$ cat src/rtl/multicycle_control.sv
// Multi-cycle RV32I control FSM: FETCH/DECODE/EXEC/MEM/WB sequencing with req/ready memories.
// Define CTRL_PERF_CNT_EN to add the cycle_cnt/instret_cnt performance counters.
module multicycle_control #(
    parameter int unsigned XLEN     = 32,
    parameter logic [31:0] NOP_INSN = 32'h00000013
) (
    input  logic            clk,
    input  logic            reset,
    output logic            imem_req,
    input  logic            imem_ready,
    input  logic [31:0]     imem_rdata,
    output logic            dmem_req,
    input  logic            dmem_ready,
    output logic            dmem_fcn,
    output logic [2:0]      dmem_size,
    input  logic            br_cond,
    output logic [31:0]     ir,
    output logic [XLEN-1:0] imm,
    output logic [2:0]      br_funct,
    output logic            op1_sel,
    output logic [1:0]      op2_sel,
    output logic [3:0]      alu_ctrl,
    output logic [1:0]      pc_sel,
    output logic            pc_wen,
    output logic            rf_wen,
    output logic [1:0]      wb_sel,
    output logic            retire,
    output logic            illegal_insn,
`ifdef CTRL_PERF_CNT_EN
    output logic [63:0]     cycle_cnt,
    output logic [63:0]     instret_cnt,
`endif
    output logic [2:0]      state
);

    typedef enum logic [2:0] {
        StFetch = 3'd0, StDecode = 3'd1, StExec = 3'd2, StMem = 3'd3, StWb = 3'd4, StTrap = 3'd7
    } state_e;

    typedef enum logic [3:0] {
        AluAnd = 4'h0, AluOr = 4'h1, AluAdd = 4'h2, AluSll = 4'h3, AluXor = 4'h4, AluSrl = 4'h5,
        AluSub = 4'h6, AluSra = 4'h7, AluSlt = 4'h8, AluSltu = 4'h9, AluCopyB = 4'ha
    } alu_e;

    localparam logic [6:0] OpLui = 7'h37, OpAuipc = 7'h17, OpJal = 7'h6f, OpJalr = 7'h67;
    localparam logic [6:0] OpBranch = 7'h63, OpLoad = 7'h03, OpStore = 7'h23, OpImm = 7'h13;
    localparam logic [6:0] OpReg = 7'h33, OpFence = 7'h0f, OpSystem = 7'h73;

    state_e      state_q, state_d;
    logic [31:0] ir_q, ir_d;

    logic [6:0]  opcode, f7;
    logic [2:0]  f3;
    logic [31:0] imm32;
    alu_e        dec_alu;
    logic        dec_op1, dec_illegal;
    logic [1:0]  dec_op2;
    logic        is_load, is_store, is_branch, is_jal, is_jalr, is_misc;

    assign opcode    = ir_q[6:0];
    assign f3        = ir_q[14:12];
    assign f7        = ir_q[31:25];
    assign is_load   = (opcode == OpLoad);
    assign is_store  = (opcode == OpStore);
    assign is_branch = (opcode == OpBranch);
    assign is_jal    = (opcode == OpJal);
    assign is_jalr   = (opcode == OpJalr);
    assign is_misc   = (opcode == OpFence) || (opcode == OpSystem);

    function automatic alu_e alu_from_f3(input logic [2:0] fn, input logic alt);
        alu_e a;
        a = AluAdd;
        unique case (fn)
            3'd0: a = alt ? AluSub : AluAdd;
            3'd1: a = AluSll;
            3'd2: a = AluSlt;
            3'd3: a = AluSltu;
            3'd4: a = AluXor;
            3'd5: a = alt ? AluSra : AluSrl;
            3'd6: a = AluOr;
            3'd7: a = AluAnd;
        endcase
        return a;
    endfunction

    always_comb begin
        imm32       = '0;
        dec_alu     = AluAdd;
        dec_op1     = 1'b0;
        dec_op2     = 2'b00;
        dec_illegal = 1'b0;
        unique case (opcode)
            OpLui: begin
                imm32   = {ir_q[31:12], 12'b0};
                dec_op2 = 2'b01;
                dec_alu = AluCopyB;
            end
            OpAuipc: begin
                imm32   = {ir_q[31:12], 12'b0};
                dec_op1 = 1'b1;
                dec_op2 = 2'b01;
            end
            OpJal: begin
                imm32   = {{11{ir_q[31]}}, ir_q[31], ir_q[19:12], ir_q[20], ir_q[30:21], 1'b0};
                dec_op1 = 1'b1;
                dec_op2 = 2'b01;
            end
            OpJalr: begin
                imm32       = {{20{ir_q[31]}}, ir_q[31:20]};
                dec_op2     = 2'b01;
                dec_illegal = (f3 != 3'd0);
            end
            OpBranch: begin
                imm32       = {{19{ir_q[31]}}, ir_q[31], ir_q[7], ir_q[30:25], ir_q[11:8], 1'b0};
                dec_illegal = (f3 == 3'd2) || (f3 == 3'd3);
            end
            OpLoad: begin
                imm32       = {{20{ir_q[31]}}, ir_q[31:20]};
                dec_op2     = 2'b01;
                dec_illegal = (f3 == 3'd3) || (f3 >= 3'd6);
            end
            OpStore: begin
                imm32       = {{20{ir_q[31]}}, ir_q[31:25], ir_q[11:7]};
                dec_op2     = 2'b01;
                dec_illegal = (f3 > 3'd2);
            end
            OpImm: begin
                imm32       = {{20{ir_q[31]}}, ir_q[31:20]};
                dec_op2     = 2'b01;
                // Only shifts carry funct7; addi with imm[10] set must stay ADD.
                dec_alu     = alu_from_f3(f3, f7[5] && (f3 == 3'd5));
                dec_illegal = ((f3 == 3'd1) && (f7 != 7'h00)) ||
                              ((f3 == 3'd5) && (f7 != 7'h00) && (f7 != 7'h20));
            end
            OpReg: begin
                dec_alu     = alu_from_f3(f3, f7[5]);
                dec_illegal = (f7 != 7'h00) &&
                              ((f7 != 7'h20) || ((f3 != 3'd0) && (f3 != 3'd5)));
            end
            OpFence, OpSystem: imm32 = {{20{ir_q[31]}}, ir_q[31:20]};
            default: dec_illegal = 1'b1;
        endcase
    end

    assign imm          = XLEN'($signed(imm32));
    assign ir           = ir_q;
    assign state        = state_q;
    assign illegal_insn = (state_q == StTrap);

    always_comb begin
        state_d   = state_q;
        ir_d      = ir_q;
        imem_req  = 1'b0;
        dmem_req  = 1'b0;
        dmem_fcn  = 1'b0;
        dmem_size = 3'd0;
        pc_wen    = 1'b0;
        rf_wen    = 1'b0;
        retire    = 1'b0;
        alu_ctrl  = 4'd0;
        op1_sel   = 1'b0;
        op2_sel   = 2'b00;
        pc_sel    = 2'b00;
        wb_sel    = 2'b00;
        br_funct  = 3'd0;
        // Selects stay at zero in FETCH (and hence during reset) and in TRAP.
        if (state_q inside {StDecode, StExec, StMem, StWb}) begin
            alu_ctrl = dec_alu;
            op1_sel  = dec_op1;
            op2_sel  = dec_op2;
            br_funct = is_branch ? f3 : 3'd0;
            if (is_branch)    pc_sel = br_cond ? 2'b00 : 2'b10;
            else if (is_jal)  pc_sel = 2'b00;
            else if (is_jalr) pc_sel = 2'b01;
            else              pc_sel = 2'b10;
            if (is_jal || is_jalr) wb_sel = 2'b10;
            else if (is_load)      wb_sel = 2'b00;
            else                   wb_sel = 2'b01;
        end
        unique case (state_q)
            StFetch: begin
                imem_req = reset;
                if (imem_ready) begin
                    ir_d    = imem_rdata;
                    state_d = StDecode;
                end
            end
            StDecode: state_d = dec_illegal ? StTrap : StExec;
            StExec: begin
                if (is_branch) begin
                    pc_wen  = 1'b1;
                    retire  = 1'b1;
                    state_d = StFetch;
                end else if (is_load || is_store) begin
                    state_d = StMem;
                end else begin
                    state_d = StWb;
                end
            end
            StMem: begin
                dmem_req  = 1'b1;
                dmem_fcn  = is_load;
                dmem_size = f3;
                if (dmem_ready) begin
                    if (is_store) begin
                        pc_wen  = 1'b1;
                        retire  = 1'b1;
                        state_d = StFetch;
                    end else begin
                        state_d = StWb;
                    end
                end
            end
            StWb: begin
                rf_wen  = (ir_q[11:7] != 5'd0) && !is_misc;
                pc_wen  = 1'b1;
                retire  = 1'b1;
                state_d = StFetch;
                // Link value pc+4 is formed on the ALU during writeback.
                if (is_jal || is_jalr) begin
                    op1_sel  = 1'b1;
                    op2_sel  = 2'b10;
                    alu_ctrl = AluAdd;
                end
            end
            StTrap: state_d = StTrap;
            default: state_d = StFetch;
        endcase
    end

    always_ff @(posedge clk or negedge reset) begin
        if (!reset) begin
            state_q <= StFetch;
            ir_q    <= NOP_INSN;
        end else begin
            state_q <= state_d;
            ir_q    <= ir_d;
        end
    end

`ifdef CTRL_PERF_CNT_EN
    logic [63:0] cycle_cnt_q, instret_cnt_q;

    always_ff @(posedge clk or negedge reset) begin
        if (!reset) begin
            cycle_cnt_q   <= '0;
            instret_cnt_q <= '0;
        end else if (state_q != StTrap) begin
            cycle_cnt_q   <= cycle_cnt_q + 64'd1;
            instret_cnt_q <= instret_cnt_q + {63'd0, retire};
        end
    end

    assign cycle_cnt   = cycle_cnt_q;
    assign instret_cnt = instret_cnt_q;
`endif

endmodule
$ cat config.mk
export PLATFORM = sky130hd
export DESIGN_NAME = multicycle_control
export DESIGN_NICKNAME = d
export VERILOG_FILES = /design/src/rtl/multicycle_control.sv
export SDC_FILE = /design/constraint.sdc
export NUM_CORES = 1
export LEC_CHECK = 0
export CAP_MARGIN = 25
export CORE_AREA = 5 5 89 91
export CTS_CLUSTER_DIAMETER = 60
export CTS_CLUSTER_SIZE = 28
export DETAILED_ROUTE_END_ITERATION = 8
export DIE_AREA = 0 0 94 96
export PLACE_DENSITY = 0.81
export SLEW_MARGIN = 20
export SYNTH_ARGS = -nofsm -noshare
export SYNTH_HDL_FRONTEND = slang
export SYNTH_SLANG_ARGS = --single-unit
$ cat constraint.sdc
create_clock -name clk -period 2 [get_ports clk]
set_input_delay 0.4 -clock clk [delete_from_list [all_inputs] [get_ports clk]]
set_output_delay 0.4 -clock clk [all_outputs]
set_load 0.02 [all_outputs]
**Word level (Yosys, flattened, before mapping)**

Cells that the tools add are included.

- Order comparisons: 2
- Eq/ne operators: 27
- Muxes and demuxes: 46
- Reductions and logical operators: 28

Operators with widths:

| kind | count |
|---|---|
| $pmux W32 S5 | 1 |
| $pmux W4 S8 | 2 |
| $mux W3 | 11 |
| $eq A7 B7 Y1 const B | 4 |
| $mux W2 | 12 |
| $eq A7 B6 Y1 const B | 3 |
| $eq A3 B3 Y1 const B | 6 |
| $pmux W3 S5 | 1 |
| $eq A7 B5 Y1 const B | 2 |
| $mux W1 | 13 |
| $eq A3 B2 Y1 const B | 4 |
| $mux W4 | 3 |
| $pmux W4 S3 | 1 |
| $reduce_or A5 Y1 | 2 |
| $eq A7 B2 Y1 const B | 1 |
| $eq A7 B4 Y1 const B | 1 |
| $logic_and A1 B1 Y1 | 7 |
| $logic_or A1 B1 Y1 | 7 |
| $ne A7 B6 Y1 const B | 1 |
| $pmux W1 S7 | 1 |
| $reduce_bool A7 Y1 | 1 |
| $reduce_or A7 Y1 | 1 |
| $eq A3 B1 Y1 const B | 2 |
| $logic_not A3 Y1 | 2 |
| other kinds (11) | 14 |

- Register bits after elaboration: 35
- Input port bits: 37

**Logic depth before layout (Yosys ltp)**

Gate-level depths: netlist of run 1.

- Depth after elaboration: 8
- Depth in mapped cells: 8

**Worst setup path after synthesis of run 1**

OpenSTA, ideal clock, no wires.

- Path kind: reg-to-output
- Start point: reg ir_q[2], in the netlist ir[2]
- End point: out retire
- Arrival time: 2.115 ns
- Data required time: 1.600 ns
- Setup slack: -0.515 ns
- Stages on the path, launching flop included: 8
- Path buffers: 3
- Cell sequence: dfrtp_1 buf_6 nand4bb_1 clkbuf_1 nor2_1 nand3_1 o21ai_0 buf_4

- Longest elaborated chain between the ends: 4
- Elaborated cells on any way between the ends: 6
- Those cells by class: 2 x eq/ne; 4 x mux

Ends and longest elaborated chain:

| what | line | RTL |
|---|---|---|
| from (decl) | 50 | `logic [31:0] ir_q, ir_d;` |
| from (signal assigned) | 237 | `ir_q <= ir_d;` |
| $eq A7 B6 Y1 | 64 | `assign is_store = (opcode == OpStore);` |
| $mux W1 (2 in a row) | - |  |
| $pmux W1 S3 * | - |  |
| to (decl) | 27 | `output logic retire,` |

Every way passes the cells marked *; elsewhere a longest branch is shown, timed or not.

**Final worst setup path of run 1**

- Start point: reg ir_q[0], in the netlist ir[0]
- End point: out imm[30]

- Longest elaborated chain between the ends: 3
- Elaborated cells on any way between the ends: 13
- Those cells by class: 10 x eq/ne; 1 x mux; 2 x reduce/logical

Ends and longest elaborated chain:

| what | line | RTL |
|---|---|---|
| $eq A7 B2 Y1, or another cell as far along | 92 | `unique case (opcode)` |
| $reduce_or A5 Y1 (no source line) or $reduce_or A2 Y1 (tied branches) | - |  |
| $pmux W32 S5 * | 92 |  |
| to (decl) | 18 | `output logic [XLEN-1:0] imm,` |

Marks and branches as above.

==> results.txt, run 1 <==
The flow ran to the end, but the final reports show violations. The final reports fail on negative setup slack. The share of final-layout standard cells stronger than drive strength 1 came out at approximately 56%. The setup TNS came out at -18.12 ns. The register cell area after layout is ~900 µm². The synthesized design spends more area on one cell type than any other, namely dfrtp_1. Summing all non-filler instances in the final layout gives an area of 0.00518 mm². The largest net degree at the start of global routing came out at 42. The overall power consumption is between 9 and 10 mW. The cell area power density is ~1800 mW/mm². The maximum fanout count along the critical path came out at 6. The number of nets handed over by synthesis was between 300 and 400. The total vias in the final route came out at between 3000 and 4000. The finished layout holds between 500 and 600 standard cells, fillers aside. The synthesized area per cell came out at roughly 9 µm². 0 antenna diodes ended up in the layout. The overall fraction of global-route tracks in use is 23.5%. Among all stages on the critical path, the largest delay is contributed by dfstp_2.

The worst setup path is launched from a flop. Setup repair after global routing could not meet its margin everywhere. Routability-driven placement finished with a final weighted congestion of around 0.90. In this design, the largest share of critical-path delay is due to flip-flops.

The reg-to-reg setup timing slack is ~0.010 ns. The number of setup violations in the final report is 50. The starting density of the core is a little over a third.

The share of the Yosys chip area taken by registers is between 30% and 40%. The worst hold path belongs to the class input port to async pin. The number of I/O port buffers is between 100 and 150. At the end of the flow, the number of nets in the layout was around 530. The number of nets with antenna violations after detailed routing came out at 0. The relative slew slack is roughly two thirds. Traced cell by cell, the critical path runs through nor4bb_4, buf_4, a21oi_2, a21oi_2, and2_4, a21o_4, buf_6. For the final database, setup skew stands at about 0.0043 ns. The fraction of registers with async set or reset after synthesis came out at 100%. Data on the critical path arrives at its endpoint at 2.09 ns.

The first routing iteration left about 290 violations. Data on the critical path is required at its endpoint by about 1.6 ns. The clock passes through at most 2 buffers.

The number of fill cells in the layout came out at between 400 and 500. During I/O placement, the number of pins put on the boundary was approximately 130. Summing all multi-input logic gate instances after layout gives roughly 0.0019 mm².

The total global routing overflow came out at 0. The cell that appears most often on the critical path is a21oi_2. The number of max-cap violations came out at 0. The final layout contains routed wiring with a total length of between 10000 and 15000 µm. The warning count from the yosys run is 0. The final-report max-slew violation count is 0.

The via count of the first global-routing pass came out at between 3000 and 4000. The time the worst path needs with I/O delays and setup came out at between 2 and 2.5 ns. From bottom edge to top edge, the die measures between 90 and 100 µm. The capture instance of the worst register-to-register path is state[0]. The routed wire length per instance is about 19 µm. The critical path is of the flop to output port type. In the post-synthesis netlist, the cell with the most instances is dfrtp_1. Buffers inserted to repair hold after CTS numbered 0. The synthesized design contains 0 enable-type register cells.

The setup slack after placement came out at -0.612 ns. The number of hold violations in the final report is 0. The commonest cells after synthesis are 32 x dfrtp_1, 25 x mux2_2, 22 x nand2_1, 20 x a21o_1, 17 x o21ai_0. The die is 94 µm wide. On the worst path, the slowest cell contributes a delay of just under 0.6 ns. The number of antenna violations at the first check in global routing is 0. The worst reg-to-reg path cell count is 5.

The number of synthesized register bits came out at 35. The fraction of synthesized cell area taken by the top area cell type came out at 32.5%. TritonCTS built the clock tree. Summed over all cells, the static leakage comes to 2.35 nW.

The number of rows created at floorplan came out at 31. The instance count of the mapped netlist came out at about 280. The detailed-placement wirelength estimate is between 7000 and 8000 µm.

By area the synthesized netlist is led by dfrtp_1 32%, mux2_2 11%, a21o_1 6.1%. The post-synthesis cell area is about 0.0025 mm². The least setup slack across all paths after layout is -0.486 ns. The TritonCTS buffer count came out at 5. The number of distinct library cells after synthesis is 56. Cells fill between 70% and 80% of the core in the end. For this run, the leading register cell type out of synthesis is dfrtp_1. Counting every sink on the clock net gives 35. The vias per cell is approximately 5.5. The cell count after placement came out at 557. Clock-pin slew was measured on the worst setup and hold paths at ~0.080 ns.

The slew at the pin closest to its max-slew limit is roughly 0.47 ns. The upper clock frequency limit came out at around 400 MHz. The worst setup path is captured at an output port. The core region is slightly above 0.007 mm². The worst path buffer plus inverter count is 2. The first-pass GRT wire length is 16800 µm. The period utilization is 124%. Final hold analysis gives a worst-case slack of between 0.15 and 0.2 ns. IR analysis of the VDD net gives a maximum drop of between 1000 and 1500 µV. The insertion delay to the later sink of the worst-skew pair is 0.28 ns. The number of remaining DRC errors came out at 0. The total die area is roughly 0.0090 mm². The first detailed-routing pass took 5 iterations. The deepest level of the CTS H-tree came out at 2. The tree is rooted in a clkbuf_8. The startpoint of the lowest-slack register-to-register path is ir[29]. Summing all placed instances gives a cell area of between 0.004 and 0.005 mm². The layout overhead on the synthesized area is 110%.
-- how the worst max path moves through the flow --
stage	slack, ns	startpoint	end	cells past startpoint
3_5_place_dp	-0.61	ir[1]	imm[24]	7
4_1_cts	-0.44	ir[0]	imm[28]	7
5_1_grt	-0.56	ir[0]	imm[30]	7
3_3_place_gp	-0.57	ir[1]	imm[22]	7
6_report	-0.49	ir[0]	imm[30]	7
2_1_floorplan	-0.15	ir[1]	imm[20]	7
-- metal layers --
metal | part of all wire (%) | vias up | global-route usage [%]
met1 | 37 | 1590 | 26.6
met4 | 3.5 | 0 | 9.39
li1 | - | 1444 | -
met2 | 53 | 183 | 42.8
met5 | 0 | - | 0
met3 | 6.9 | 44 | 5.47
-- layout by cell type (no fill, tap or decap), types with 4 or more instances in the layout --
cell	n
a21o_1	11
a21o_4	10
a21oi_1	7
a21oi_2	8
a22o_1	4
and2_1	4
and2_4	6
buf_4	94
buf_6	62
clkbuf_8	5
clkdlybuf4s50_1	66
dfrtp_1	27
dfrtp_2	5
dlygate4sd2_1	5
inv_1	7
mux2_2	25
nand2_1	17
nand2b_1	4
nand3_1	4
nor2_1	5
nor2_4	7
nor3_1	4
nor3_2	7
o21a_1	4
o21ai_0	13
-- flip-flops by register name, indices dropped and copies added, names as in the netlist --
signal / flops
state: 3
ir: 32
-- final cells by class --
class / instances / share of cell area [%]
Inverter: 9 / 0.653
Sequential cell: 35 / 17.1
Clock inverter: 2 / 0.242
Tap cell: 99 / 2.39
Timing Repair Buffer: 236 / 42.3
Clock buffer: 6 / 1.40
Multi-Input combinational cell: 209 / 35.9
-- logic make-up after synthesis --
logic type	synth area share, %
AO/OA/AOI/OAI	24.2
flip-flops	35.7
AND/OR/NAND/NOR	20.5
multiplexers	12.2
buffers and inverters	6.39
XOR/XNOR	1.07
-- power breakdown --
part	switching, mW	leakage, nW	internal [mW]
logic	3.49	1.90	3.63
registers	0.478	0.410	1.11
clock network	0.279	0.0412	0.244
total	4.25	2.35	4.98
-- repair_timing --
item	CTS	global route
resized for setup	315	91
endpoints found under the setup margin	57	59
pin swaps	25	29
setup buffers	17	13
cloned	1	0
Power figures use the tool's default switching activity.
==> inputs of run 2 (changes only) <==
Settings changed: ABC_AREA set to 1, CORE_AREA 5 5 89 91 to 5 5 87 89, DIE_AREA 0 0 94 96 to 0 0 92 94, PLACE_DENSITY 0.81 to 0.82.
==> run 2 against run 1 <==
Against the previous run: the run still ends with negative setup slack left; synthesized cell count up 15%; combinational power fell by 26%; clock skew increased by 0.0026 ns; register-to-register slack got worse by 0.20 ns; die area down 4.2%; power shrank 20%; clock power grew 31%.
==> results.txt, run 2 <==
The number of search-and-repair iterations in the first detailed-routing pass came out at 5 (unchanged). The post-cts hold buffer count came to 0 (unchanged). The least setup slack across all paths after layout is -0.474 ns (+0.0123 ns). The worst endpoint data arrival time is 2.07 ns (-0.02 ns). In the post-synthesis netlist, the cell with the most instances is nor2_1. The warning count from the yosys run was 0 (unchanged). The number of nets with antenna violations after detailed routing is 0 (unchanged). The number of distinct library cells after synthesis came out at 33 (-41%). The number of I/O port buffers is 127 (unchanged).

The placement-stage cell area came out at 0.00432 mm² (-3.2%). The area growth from synthesis to layout is 119%. The cell area power density is 1430 mW/mm² (-20%).

The category of the most critical setup path is flop to output port. The slew at the pin closest to its max-slew limit is 0.473 ns (-0.00208 ns). The number of synthesized register bits was 35 (unchanged). The area of the core was 0.00668 mm² (-5.4%). The vias per cell came out at 5.38 (-1.7%). The worst setup path is captured at an output port.

The proportion of synthesized chip area in sequential cells is 37.3% (+1.7 points). The number of setup violations in the final report came out at 52 (+4.0%). The upper clock frequency limit came out at 404 MHz (+0.50%). The share of final-layout standard cells stronger than drive strength 1 is 53.2% (-2.7 points). The clock-pin transition on the worst setup and hold timing paths came to 0.08 ns (about the same).

The library cells used most frequently in the layout, excluding fill and tap cells, are 87 x buf_4, 66 x clkdlybuf4s50_1, 56 x buf_6. The number of max-cap violations is 0 (unchanged). The filler-free cell count of the finished design is 625 (+4.9%). The setup TNS came out at -18.83 ns (-0.703 ns). The period utilization came to 124% (-0.62 points). The flip-flop count of the largest register after layout is 32 (unchanged).

The initial detailed-routing violation count was 274 (-4.5%). The starting density of the core is 35.3% (+0.33 points). The total global routing overflow came out at 0 (unchanged). The time the worst path needs with I/O delays and setup is 2.47 ns (-0.0123 ns).

Yosys attributes the largest share of cell area to dfrtp_1 34%, nor2_1 9.2%, nand2_1 7.0%. The die extent in y came out at 94 µm (-2.1%). The cell count after placement is 588 (+5.6%).

The required time of the critical path is 1.60 ns (about the same). The first-pass GRT wire length came to 17100 µm (+1.9%). STA classifies the critical path startpoint as a flop.

TritonCTS built the clock tree. The horizontal die dimension came out at 92 µm (-2.1%). The fraction of registers with async set or reset after synthesis is 100% (unchanged). The number of antenna violations at the first check in global routing was 0 (unchanged). The count of inserted antenna diode cells came out at 0 (unchanged). The fraction of synthesized cell area taken by the top area cell type is 34.0% (+1.5 points).

The instance count of the mapped netlist came out at 318 (+15%). The number of nets in the final layout is 581 (+9.0%). The via count of the first global-routing pass is 3366 (+3.5%).

The number of enable-type register cells in the synthesized netlist was 0 (unchanged). Setup repair after global routing could not meet its margin everywhere. The checks that failed: negative setup slack. The maximum root-to-sink buffer count came out at 2 (unchanged). The final-report max-slew violation count was 0 (unchanged). The insertion delay to the later sink of the worst-skew pair is 0.28 ns (about the same). The synthesized area per cell came out at 7.41 µm² (-17%). The overall fraction of global-route tracks in use is 25.2% (+1.6 points). The area of all placed cells without fillers came to 0.00517 mm² (-0.14%). The most common cell after layout, fill and taps aside is buf_4. The synthesized netlist net count is 355 (+13%). The number of rows created at floorplan is 30 (-3.2%). The largest net degree at the start of global routing came to 36 (-14%). CTS placed an instance of clkbuf_8 at the clock tree root. The TritonCTS buffer count is 5 (unchanged). The post-synthesis cell area came to 0.00236 mm² (-4.5%). The total vias in the final route came out at 3363 (+3.1%). Summed over all instances, the cell type with the most area after synthesis is dfrtp_1. The number of remaining DRC errors came out at 0 (unchanged). The most used flip-flop cell after synthesis is dfrtp_1.

The detailed-placement wirelength estimate is 7670 µm (+1.1%). The count of boundary I/O pins came out at 128 (unchanged). The routed wire length was 12000 µm (+5.2%). The number of hold violations in the final report is 0 (unchanged). The standby leakage power was 2.54 nW (+7.7%). The maximum fanout count along the critical path came to 6 (unchanged). The tightest min-delay check is of the input port to async pin type. The deepest level of the CTS H-tree came out at 2 (unchanged). The number of fill cells in the layout came to 387 (-21%). The worst vdd rail ir drop is 846 µV (-16%). The total die area is 0.00865 mm² (-4.2%).

The relative slew slack came out at 68.5% (+0.14 points). The final setup skew came out at 0.00685 ns (+0.00257 ns). By count the netlist is led by 58 x nor2_1, 44 x nand2_1, 37 x inv_1, 32 x dfrtp_1, 27 x a21oi_1. The total number of clock tree sinks came out at 35 (unchanged).

The routed wire length per instance was 19.3 µm (+0.36%). The global placement routability congestion came out at 0.932 (+3.8%). The flow ran to the end, but the final reports show violations.
run 2: routing by layer:
| metal | up-vias | GRT usage, % | part of all wire (%) |
|---|---|---|---|
| met1 | 1610 | 26.9 | 35 |
| met3 | 52 | 6.73 | 8.2 |
| met5 | - | 0 | 0 |
| met4 | 0 | 11.3 | 3.7 |
| li1 | 1494 | - | - |
| met2 | 207 | 46.3 | 53 |
run 2: worst max-delay path, cell delays in order, from the launching register on:
cell and delay, ns:
dfstp_2 0.57, inv_2 0.07, nand2_4 0.08, nor2_4 0.05, inv_2 0.08, nor2_4 0.04
nor2_4 0.12, o21ai_4 0.10, buf_6 0.14, nor2_8 0.12, nand2_8 0.10, nand2_8 0.12
o21ai_2 0.07, buf_6 0.13
run 2: cell families (layout without fill, tap and decap cells):
family	Yosys count	count (layout)	share of synthesized area, %
compound gates	63	63	17.0
flops	35	35	37.3
xor+xnor	1	1	0.372
mux	9	9	4.30
simple gates	155	156	31.1
buf+inv	55	281	9.88
run 2: timing repair:
action                                  in CTS  in global routing
gates cloned                                 1                  0
pin swaps                                   17                 23
endpoints found under the setup margin      56                 65
gates resized for setup                    379                 65
buffers inserted                            18                 10
run 2: area by class of cell:
type | instances | area [µm²] | share of cell area [%]
well taps | 80 | 100 | 1.94
clock buffers | 6 | 82.6 | 1.60
inverters | 46 | 193 | 3.73
clock inverters | 2 | 35.0 | 0.678
repair buffers | 227 | 2130 | 41.3
multi-input cells | 229 | 1740 | 33.7
flip-flops and latches | 35 | 882 | 17.1
run 2: final timing paths:
kind / from / to / slack [ns] / cells past startpoint
max: ir[4] / imm[25] / -0.47 / 13
min: reset / ir[14] / 0.18 / 2
max reg2reg: ir[0] / state[0] / -0.19 / 18
min reg2reg: ir[15] / ir[15] / 0.56 / 1
max in group asynchronous: reset / ir[1] / 1.47 / 2
min in group clk: ir[15] / ir[15] / 0.56 / 1
run 2: where the power goes:
part / total (mW) / leakage [nW] / internal, mW / switching, mW
Sequential: 1.44 / 0.386 / 1.07 / 0.363
Combinational: 5.27 / 2.09 / 2.32 / 2.95
Clock: 0.684 / 0.0612 / 0.404 / 0.280
Total: 7.39 / 2.54 / 3.80 / 3.59
run 2: through the flow:
stage / utilization, % / power [mW] / setup WS, ns / hold WS [ns]
floorplan: - / 3.57 / -0.0761 / 0.104
global placement: 64.7 / 5.76 / -0.539 / 0.490
detailed placement: 64.7 / 5.88 / -0.599 / 0.497
CTS: 73.3 / 6.94 / -0.416 / 0.179
global route: 77.4 / 7.72 / -0.544 / 0.222
finish: 77.4 / 7.39 / -0.474 / 0.181
